**src/rtl/vga_timing_gen.sv**
```systemverilog
// Parametrised raster timing generator: integer pixel-clock divider, h/v counters,
// and sync/blanking strobes delayed LAT pixel ticks to line up with pixel data.
module vga_timing_gen #(
    parameter int H_DISP  = 640,
    parameter int H_FP    = 16,
    parameter int H_SYNC  = 96,
    parameter int H_BP    = 48,
    parameter int V_DISP  = 480,
    parameter int V_FP    = 10,
    parameter int V_SYNC  = 2,
    parameter int V_BP    = 33,
    parameter int HS_POL  = 0,
    parameter int VS_POL  = 0,
    parameter int CLK_DIV = 4,
    parameter int LAT     = 1,
    parameter int COORD_W = 10
) (
    input  logic               clk,
    input  logic               reset,
    input  logic               en,
    output logic               pix_tick,
    output logic [COORD_W-1:0] pixel_x,
    output logic [COORD_W-1:0] pixel_y,
    output logic               hsync,
    output logic               vsync,
    output logic               video_on,
    output logic               line_start,
    output logic               frame_start,
    output logic [15:0]        frame_count
);
    localparam int H_TOTAL = H_DISP + H_FP + H_SYNC + H_BP;
    localparam int V_TOTAL = V_DISP + V_FP + V_SYNC + V_BP;
    localparam int DIV_W   = (CLK_DIV > 1) ? $clog2(CLK_DIV) : 1;

    localparam logic [DIV_W-1:0]   DIV_LAST = DIV_W'(CLK_DIV - 1);
    localparam logic [COORD_W-1:0] H_LAST   = COORD_W'(H_TOTAL - 1);
    localparam logic [COORD_W-1:0] V_LAST   = COORD_W'(V_TOTAL - 1);
    localparam logic [COORD_W-1:0] H_ACT    = COORD_W'(H_DISP);
    localparam logic [COORD_W-1:0] V_ACT    = COORD_W'(V_DISP);
    localparam logic [COORD_W-1:0] HS_FIRST = COORD_W'(H_DISP + H_FP);
    localparam logic [COORD_W-1:0] HS_LAST  = COORD_W'(H_DISP + H_FP + H_SYNC - 1);
    localparam logic [COORD_W-1:0] VS_FIRST = COORD_W'(V_DISP + V_FP);
    localparam logic [COORD_W-1:0] VS_LAST  = COORD_W'(V_DISP + V_FP + V_SYNC - 1);
    localparam logic HS_ON = (HS_POL != 0);
    localparam logic VS_ON = (VS_POL != 0);

    generate
        if (H_TOTAL > (1 << COORD_W) || V_TOTAL > (1 << COORD_W)) begin : g_bad_coord_w
            $error("vga_timing_gen: H_TOTAL/V_TOTAL do not fit in COORD_W bits");
        end
        if (CLK_DIV < 1 || LAT < 1) begin : g_bad_div_lat
            $error("vga_timing_gen: CLK_DIV and LAT must be >= 1");
        end
    endgenerate

    logic [DIV_W-1:0]   div_q, div_d;
    logic [COORD_W-1:0] h_q, h_d;
    logic [COORD_W-1:0] v_q, v_d;
    logic [2:0]         strobe_q [LAT];
    logic               line_start_q, frame_start_q;
    logic [15:0]        frame_count_q;
    logic               tick, h_end, v_end;
    logic               hs_act, vs_act, vid;

    // Gated by reset so the pixel enable is low for the whole reset interval, even with CLK_DIV = 1.
    assign tick  = reset & en & (div_q == DIV_LAST);
    assign h_end = (h_q == H_LAST);
    assign v_end = (v_q == V_LAST);

    assign hs_act = (h_q >= HS_FIRST) && (h_q <= HS_LAST);
    assign vs_act = (v_q >= VS_FIRST) && (v_q <= VS_LAST);
    assign vid    = (h_q < H_ACT) && (v_q < V_ACT);

    always_comb begin
        div_d = div_q;
        h_d   = h_q;
        v_d   = v_q;
        if (en) begin
            div_d = (div_q == DIV_LAST) ? '0 : div_q + DIV_W'(1);
        end
        if (tick) begin
            h_d = h_end ? '0 : h_q + COORD_W'(1);
            if (h_end) begin
                v_d = v_end ? '0 : v_q + COORD_W'(1);
            end
        end
    end

    always_ff @(posedge clk or negedge reset) begin
        if (!reset) begin
            div_q         <= '0;
            h_q           <= '0;
            v_q           <= '0;
            line_start_q  <= 1'b0;
            frame_start_q <= 1'b0;
            frame_count_q <= '0;
        end else begin
            div_q         <= div_d;
            h_q           <= h_d;
            v_q           <= v_d;
            line_start_q  <= tick & h_end;
            frame_start_q <= tick & h_end & v_end;
            if (tick & h_end & v_end) begin
                frame_count_q <= frame_count_q + 16'd1;
            end
        end
    end

    // Stage 0 captures the decode of the pre-increment position, so the last stage trails pixel_x by LAT ticks.
    always_ff @(posedge clk or negedge reset) begin
        if (!reset) begin
            for (int i = 0; i < LAT; i++) begin
                strobe_q[i] <= 3'b000;
            end
        end else if (tick) begin
            strobe_q[0] <= {hs_act, vs_act, vid};
            for (int i = 1; i < LAT; i++) begin
                strobe_q[i] <= strobe_q[i-1];
            end
        end
    end

    assign pix_tick    = tick;
    assign pixel_x     = h_q;
    assign pixel_y     = v_q;
    assign hsync       = strobe_q[LAT-1][2] ? HS_ON : ~HS_ON;
    assign vsync       = strobe_q[LAT-1][1] ? VS_ON : ~VS_ON;
    assign video_on    = strobe_q[LAT-1][0];
    assign line_start  = line_start_q;
    assign frame_start = frame_start_q;
    assign frame_count = frame_count_q;

endmodule

```
**config.mk**
```make
export PLATFORM = sky130hd
export DESIGN_NAME = vga_timing_gen
export DESIGN_NICKNAME = d
export VERILOG_FILES = /design/src/rtl/vga_timing_gen.sv
export SDC_FILE = /design/constraint.sdc
export NUM_CORES = 1
export LEC_CHECK = 0
export ABC_AREA = 1
export BUFFER_PORTS_ARGS = -buffer_cell sky130_fd_sc_hd__buf_4
export CAP_MARGIN = 10
export CORE_MARGIN = 2
export CORE_UTILIZATION = 25
export DETAILED_ROUTE_END_ITERATION = 8
export GPL_TIMING_DRIVEN = 0
export HOLD_SLACK_MARGIN = 0.12
export MAX_ROUTING_LAYER = met4
export SYNTH_ARGS = -nofsm -noshare
export SYNTH_HDL_FRONTEND = slang
export SYNTH_SLANG_ARGS = --single-unit
```
**constraint.sdc**
```tcl
create_clock -name clk -period 4.4 [get_ports clk]
set_input_delay 0.22 -clock clk [delete_from_list [all_inputs] [get_ports clk]]
set_output_delay 0.22 -clock clk [all_outputs]
set_load 0.005 [all_outputs]
```
==> impl_metrics.ini, run 1 <==
[run_status]
outcome = completed

[timing]
rsz0062_at_grt = no
skew_ns = 0.01273
hold_ws_ns = 0.1488
hold_viol = 0
finalWorstPathRequiredPeriod_ns = 2.230
worst_pin_slew_ns = 0.6132
clock.fmax_mhz = 448.5
final_max_slew_viol_count = 0
setup_violations = 0
relSlewSlack = 0.5912
setup_tns_ns = 0
min_period_over_period = 0.5067

[die]
core_region_area_sq_mm = 0.01014
start_util = 0.2540
die_area_sq_mm = 0.01113
rows = 37
fp.dieH_um = 105.5
die_w_um = 105.5
ioPinCount = 45

[cts]
cts_buffer_depth = 2
clk_latency_ns = 0.30
cts-root-buf = clkbuf_8
clk_pin_slew_ns = 0.09
cts-resized-gates = 0
htree_levels = 2
cts_tree = yes
numCtsBuffers = 5
cts.sinks = 43

[logic_synthesis]
postSynthNetCount = 346
synth-compound-area-share = 0.09524
synth_area_leader_cell = dfrtp_1
synth_adder_area_share = 0.03401
synth_top_family_by_area = simple AND/OR/NAND/NOR gates
ys.flop_type = dfrtp_1
synth-xor-area-share = 0.04422
syn_area_sq_mm = 0.002575
synthTopCellsByArea = dfrtp_1, nand2_1, inv_1, nor2_1, nand3_1
synth_edf_count = 0
synth_top_cell_area_share = 0.4179
synth_common_cells = nand2_1, dfrtp_1, inv_1
synth_most_common_cell = nand2_1
synthMuxAreaShare = 0.004373
avgSynthCellArea_sq_um = 7.664
yosysWarnings = 0
async_flop_share = 1.000
synth_cells = 336
synth_simple_gate_area_frac = 0.3285
yosysUniqueCellTypes = 29
synth-seq-cells = 43
ys_seq_area_frac = 0.4179

[grt]
grt_pass1_wl_um = 10630
grt_pass1_vias = 2213
gr-usage-met3 = 0.02165
track_usage = 0.1208
overflow = 0
grt_max_degree = 45
busiest_layer = met2
grt_antenna_before_repair = 0
gr-usage-met2 = 0.1986
grt_use_met1 = 0.1530

[place]
place_inst = 516
place_congestion = 0.8628
dpl.hpwl_um = 4505
port_buffers = 44

[run]
max_cap_violations = 0

[min_path]
hold_path_class = in2reg

[worst_setup_path]
crit_family = buffers and inverters
crit_buf_inv = 5
cpMostUsedCell = buf_4
cp.arrival_ns = 2.01
path_cells = dlygate4sd3_1, buf_4, nand3_4, clkinv_2, buf_2, buf_4
slowest_stage = dlygate4sd3_1
cpPeakStageDelay_ns = 0.53
cp.required_ns = 4.18
startpoint_type = input port
end_kind = output pin
crit_fanout = 44
crit_type = in2out

[routing]
drt_pass1_iterations = 4
vias = 2317
antenna_left = 0
drc = 0
routed_wirelength_um = 6137
avgRoutedWirePerCell_um = 11.69
avgViaCountPerCell = 4.413
drt_iter0_drc = 51

[power_and_ir_drop]
p_per_area_mw_per_mm2 = 302.8
p_leak_uw = 0.001602
fin_total_pwr_uw = 968.3
ir_drop_uv = 158.0

[cells_and_area]
syn2layout_area_growth_pct = 24.20
final_nets = 398
antenna_cells = 0
fin_util = 0.3154
layout.cells.non_filler = 525
layout-drive-gt1-share = 0.2185
final cells by class:
type | instances | area [sq um]
Fill cell | 1083 | 6940
Tap cell | 136 | 170.2
Clock buffer | 5 | 68.82
Inverter | 39 | 147.6
Clock inverter | 3 | 43.79
Buffer | 7 | 47.55
Sequential cell | 43 | 1076
Multi-Input combinational cell | 247 | 1304
Timing Repair Buffer | 45 | 340.3
sequential cells by signal (all words and copies together), names as in the netlist:
name and cells:
strobe_q 3, frame_start 1, frame_count 16, pixel_y 10, div_q 2, pixel_x 10, line_start 1
layout by cell type (no fill, tap or decap), types with 6 or more instances in the layout:
| cell | synthesis | layout |
|---|---|---|
| buf_4 | 0 | 44 |
| dfrtp_1 | 43 | 43 |
| ha_1 | 7 | 7 |
| inv_1 | 37 | 37 |
| nand2_1 | 93 | 93 |
| nand2_2 | 6 | 6 |
| nand3_1 | 22 | 22 |
| nand4_1 | 14 | 14 |
| nor2_1 | 36 | 36 |
| o21ai_0 | 22 | 22 |
| o21ai_2 | 9 | 9 |
| xor2_1 | 9 | 9 |
stage by stage:
stage	worst slack, ns	area (sq um)
2_1_floorplan	2.913	2575
3_5_place_dp	2.429	3075
3_3_place_gp	2.429	3075
4_1_cts	2.115	3198
6_report	2.170	3198
5_1_grt	1.981	3198
logic make-up (layout without fill, tap and decap cells):
group	Yosys count	in the layout
AO/OA/AOI/OAI	41	41
XOR/XNOR	13	13
adder cells (fa/ha/maj)	7	7
buffers and inverters	46	99
flip-flops	43	43
multiplexers	1	1
AND/OR/NAND/NOR	185	185
timing repair:
action                                 in CTS  in global routing
endpoints found under the hold margin      43                  0
hold buffers                                1                  0
buffers inserted                            0                  0
where the power goes:
part	internal (uW)	switching [uW]	total (uW)
Combinational	82.7	93.6	176
Sequential	437	39.4	476
Clock	169	147	316
per-layer routing:
| layer | share of wire | wire length [um] |
|---|---|---|
| met2 | 0.48 | 2951 |
| met4 | 0.014 | 84 |
| met1 | 0.46 | 2835 |
| met3 | 0.043 | 266 |
| met5 | 0 | 0 |
final timing paths:
| check | from | to | slack (ns) | cells past startpoint |
|---|---|---|---|---|
| max | reset | pix_tick | 2.17 | 6 |
| min reg2reg | div_q[0] | div_q[0] | 0.50 | 1 |
| max in group asynchronous | reset | div_q[1] | 3.51 | 2 |
| min | en | div_q[0] | 0.15 | 2 |
| max reg2reg | pixel_y[0] | frame_count[14] | 2.62 | 8 |
| min in group asynchronous | reset | frame_count[4] | 0.47 | 2 |
Note: power is estimated with default switching activity, not from simulation.
==> inputs of run 2 (changes only) <==
- ABC_AREA: 1 -> 0
- clock period: 4.4 -> 1.83 ns (I/O delays scaled with it)
==> impl_metrics.ini, run 2 <==
[timing]
relSlewSlack = 0.7684
worst_pin_slew_ns = 0.3459
min_period_over_period = 1.020
final.setup.worst_slack_ns = -0.03719
setup_violations = 4
finalWorstPathRequiredPeriod_ns = 1.867
skew_ns = 0.006042
final_max_slew_viol_count = 0
rsz0062_at_grt = yes
clock.fmax_mhz = 535.6
hold_viol = 0

[logic_synthesis]
synth_edf_count = 0
async_flop_share = 1.000
synth_area_leader_cell = dfrtp_1
ys.flop_type = dfrtp_1
syn_area_sq_mm = 0.002069
synth_top_cell_area_share = 0.5200
avgSynthCellArea_sq_um = 11.25
synth-seq-cells = 43
ys_seq_area_frac = 0.5200
synth_most_common_cell = dfrtp_1
yosysWarnings = 0
synthTopCellsByArea = dfrtp_1, xnor2_1, nand2_1, ha_1, xor2_1
synth_common_cells = dfrtp_1, nand2_1, xnor2_1
postSynthNetCount = 194
synth_cells = 184
yosysUniqueCellTypes = 31

[routing]
routed_wirelength_um = 4875
antenna_left = 0
avgViaCountPerCell = 4.425
drt_iter0_drc = 49
drc = 0
avgRoutedWirePerCell_um = 13.21
vias = 1633
drt_pass1_iterations = 4

[cts]
clk_pin_slew_ns = 0.08
clk_latency_ns = 0.29
htree_levels = 2
cts.sinks = 43
cts_tree = yes
numCtsBuffers = 5
cts_buffer_depth = 2
cts-root-buf = clkbuf_8

[worst_setup_path]
cp.required_ns = 2.01
startpoint_type = flip-flop
rrSetupSlack_ns = -0.04
crit_fanout = 5
crit_type = reg2reg
cp.arrival_ns = 2.04
end_kind = flip-flop

[place]
dpl.hpwl_um = 3109
place_inst = 333
place_congestion = 0.7616
port_buffers = 44

[cells_and_area]
layout-drive-gt1-share = 0.4280
syn2layout_area_growth_pct = 46.55
final_nets = 273
largest_register_ffs = 16
final_common_cell = buf_4
antenna_cells = 0
layout_common_cells = buf_4, dfrtp_1, nand2_1
fin_util = 0.3729
layout.cells.non_filler = 369

[grt]
track_usage = 0.1194
grt_antenna_before_repair = 0
grt_pass1_vias = 1556
grt_pass1_wl_um = 7955
overflow = 0
grt_max_degree = 44

[die]
die_area_sq_mm = 0.009022
core_region_area_sq_mm = 0.008134
fp.dieH_um = 94.99
ioPinCount = 45
rows = 33
start_util = 0.2544
die_w_um = 94.99

[run]
max_cap_violations = 0

[power_and_ir_drop]
power_frac_clock = 0.344
ir_drop_uv = 272.8
p_seq_frac = 0.482
p_int_uw = 1669
switching_share = 0.2594
p_per_area_mw_per_mm2 = 743.0
p_leak_uw = 0.001499
power_frac_comb = 0.175
p_switching_uw = 584.6

[min_path]
hold_path_class = in2async

[run_status]
outcome = finished with violations
violations = setup timing
[run 2: changes by cell type after synthesis, sizes merged, moves of 4 or more]
cell,before,now
inv,37,10
o21ai,33,5
nand2,100,27
nor2,41,10
nor4,0,4
nand4,15,11
xnor2,4,20
a21oi,5,1
and3,0,7
buf,7,0
nand3,24,11
[run 2: cell families (layout without fill, tap and decap cells)]
family	count (synthesis)	after routing	share of synthesized area
flops	43	43	0.5200
fa+ha+maj	7	7	0.04232
xor+xnor	28	28	0.1185
simple gates	79	79	0.2388
mux	5	5	0.02600
buf+inv	10	90	0.01814
compound gates	12	12	0.03627
[run 2: metrics by stage]
step / setup slack [ns] / setup TNS [ns] / total power [uW] / hold WS (ns) / instance area [sq um]
after floorplan: 0.0006499 / 0 / 1250 / -0.2041 / 2069
after detailed placement: -0.5079 / -10.05 / 1418 / 0.1464 / 2531
after global routing: -0.1624 / -1.598 / 2394 / 0.3566 / 3033
after CTS: -0.1016 / -0.3315 / 2291 / 0.3521 / 2917
final: -0.03719 / -0.09460 / 2253 / 0.3474 / 3033
after global placement: -0.4946 / -9.458 / 1398 / 0.1410 / 2531
[run 2: layer usage]
layer,part of all wire,track usage,vias up,wire [um]
met5,0,-,-,0
met4,0.0096,0.05435,0,47
met3,0.030,0.02075,2,144
met2,0.49,0.1791,26,2373
met1,0.47,0.1576,810,2309
li1,-,-,795,-
[run 2: power by group through the flow]
| stage | sequential, uW | clock, uW | combinational, uW |
|---|---|---|---|
| detailed placement | 1120 | 0 | 298 |
| CTS | 1090 | 808 | 398 |
| global placement | 1110 | 0 | 287 |
| finish | 1090 | 775 | 394 |
| global route | 1100 | 854 | 441 |
| floorplan | 1110 | 0 | 144 |
[run 2: what timing repair did]
item	in CTS	in global routing
resized for setup	16	20
endpoints found under the hold margin	45	0
pin swaps	6	12
buffers inserted	21	4
setup endpoints to repair	23	20
hold buffers	3	0
[run 2: final cells by class]
cell class / count / area, sq um
fillers: 813 / 5101
flip-flops and latches: 43 / 1082
multi-input cells: 131 / 1071
repair buffers: 72 / 588.1
well taps: 105 / 131.4
clock buffers: 6 / 82.58
inverters: 10 / 42.54
clock inverters: 2 / 35.03
[run 2: worst paths after layout]
check | startpoint | endpoint | cells past startpoint
setup / recovery | pixel_y[1] | frame_count[8] | 8
hold / removal | reset | strobe_q[2] | 3
setup reg to reg | pixel_y[1] | frame_count[8] | 8
hold reg to reg | frame_count[15] | frame_count[15] | 1
max in group asynchronous | reset | pixel_y[1] | 3
min in group clk | frame_count[15] | frame_count[15] | 1
[run 2: critical path: stages, from the launching register on]
cell	delay, ns
dfrtp_2	0.41
inv_1	0.07
ha_1	0.15
nor4b_4	0.23
nand4_4	0.20
nor4_4	0.26
buf_6	0.17
nand3_2	0.10
xnor2_2	0.15
==> inputs of run 3 (changes only) <==
- CORE_ASPECT_RATIO: default -> 0.75
- clock period: 1.83 -> 1.65 ns (I/O delays scaled with it)
==> impl_metrics.ini, run 3 (same netlist as run 2, synthesis figures left out) <==
[run_status]
outcome = finished with violations
violations = hold timing, setup timing

[timing]
hold_viol = 43
clock.fmax_mhz = 530.4
min_period_over_period = 1.143
worst_pin_slew_ns = 0.5882
finalWorstPathRequiredPeriod_ns = 1.885
relSlewSlack = 0.6079
final_max_slew_viol_count = 0
skew_ns = 0.006920
rsz0062_at_grt = yes
hold_ws_ns = -0.2190
setup_violations = 26
final.setup.worst_slack_ns = -0.2354

[worst_setup_path]
crit_type = reg2reg
rrSetupSlack_ns = -0.24
startpoint_type = flip-flop
end_kind = flip-flop
cp.required_ns = 1.84
ff2ff_path_depth = 6
cp.arrival_ns = 2.08
crit_fanout = 5
cpPeakStageDelay_ns = 0.46
path_cells = nor4b_4, nand4_4, nor4_4, buf_6, nand3_2, xnor2_1
r2r-start = pixel_x[7]
r2r_end = frame_count[8]
slowest_stage = dfrtp_2

[routing]
vias = 1664
drt_pass1_iterations = 4
drc = 0
routed_wirelength_um = 4989
avgRoutedWirePerCell_um = 13.34
avgViaCountPerCell = 4.449
antenna_left = 0
drt_iter0_drc = 33

[cells_and_area]
final_nets = 278
layout-drive-gt1-share = 0.4647
layout.cells.non_filler = 374
stdcell_area_sq_mm = 0.003093
antenna_cells = 0
fillCellCount = 794
syn2layout_area_growth_pct = 49.46
final_common_cell = buf_4
layout_common_cells = buf_4, dfrtp_1, nand2_1
largest_register_ffs = 16

[cts]
cts.sinks = 43
clk_latency_ns = 0.30
cts_tree = yes
cts_buffer_depth = 2
numCtsBuffers = 5
htree_levels = 2
clk_pin_slew_ns = 0.09
cts_hold_buffers = 1
cts-root-buf = clkbuf_8

[die]
die_w_um = 109.1
ioPinCount = 45
core_region_area_sq_mm = 0.007953
rows = 28
start_util = 0.2602
fp.dieH_um = 82.80
die_area_sq_mm = 0.009030

[grt]
grt_antenna_before_repair = 0
track_usage = 0.1197
gr-usage-met3 = 0.02966
gr-usage-met2 = 0.1596
overflow = 0
grt_pass1_wl_um = 7941
grt_use_met1 = 0.1748
grt_max_degree = 45
busiest_layer = met1
grt_pass1_vias = 1543

[power_and_ir_drop]
switching_share = 0.2615
p_leak_uw = 0.001508
power_frac_clock = 0.348
p_switching_uw = 652.4
p_int_uw = 1842
p_seq_frac = 0.485
fin_total_pwr_uw = 2494
p_per_area_mw_per_mm2 = 806.5
ir_drop_uv = 520.3
power_frac_comb = 0.167

[place]
placed_area_sq_mm = 0.002557
place_inst = 333
pre_cts_ws_ns = -0.6778
place_congestion = 0.8132
dpl.hpwl_um = 3197
port_buffers = 44

[run]
max_cap_violations = 0

[min_path]
hold_path_class = in2async
[run 3: cell count changes in the layout (fill, tap and decap cells not counted), sizes merged]
cell | previous run | this run
buf | 70 | 76
clkinv | 1 | 2
dlygate4sd3 | 2 | 1
inv | 10 | 9
[run 3: worst max path at each step]
stage,start,endpoint,slack (ns),cells past startpoint
final,pixel_x[7],frame_count[8],-0.24,6
after global routing,pixel_y[0],frame_count[4],-0.33,8
after CTS,pixel_x[5],frame_count[8],-0.20,6
after detailed placement,reset,frame_count[8],-0.68,7
after global placement,reset,frame_count[8],-0.65,7
after floorplan,pixel_y[1],frame_count[8],-0.13,7
[run 3: what timing repair did]
item | in CTS | in global routing
pin swaps | 12 | 13
setup buffers | 17 | 17
endpoints found under the setup margin | 30 | 29
gates resized for setup | 16 | 26
hold endpoints to repair | 45 | 43
[run 3: worst max-delay path: cells and delay by family, from the launching register on]
family        cells  cell delay [ns]
xor+xnor          1             0.13
flops             1             0.46
simple gates      4             1.01
buf+inv           1             0.17
[run 3: layout make-up]
type / instances / area (sq um) / share of cell area
Clock buffer: 6 / 82.58 / 0.02670
Clock inverter: 2 / 35.03 / 0.01133
Inverter: 10 / 45.04 / 0.01456
Multi-Input combinational cell: 131 / 1097 / 0.3548
Sequential cell: 43 / 1082 / 0.3499
Tap cell: 105 / 131.4 / 0.04248
Timing Repair Buffer: 77 / 619.3 / 0.2002
[run 3: power by group through the flow]
stage	logic (uW)	registers (uW)	clock network, uW
detailed placement	327	1240	0
floorplan	161	1230	0
global route	463	1220	957
global placement	304	1240	0
CTS	390	1210	906
finish	417	1210	867
[run 3: per-layer routing]
layer | share of wire | wire length, um
met1 | 0.53 | 2631
met3 | 0.047 | 232
met5 | 0 | 0
met4 | 0.012 | 58
met2 | 0.41 | 2066
[run 3: metrics by stage]
stage / TNS [ns] / utilization
finish: -3.930 / 0.3889
global route: -6.705 / 0.3889
CTS: -3.720 / 0.3636
detailed placement: -14.22 / 0.3216
global placement: -13.78 / 0.3216
floorplan: -0.8545 / -
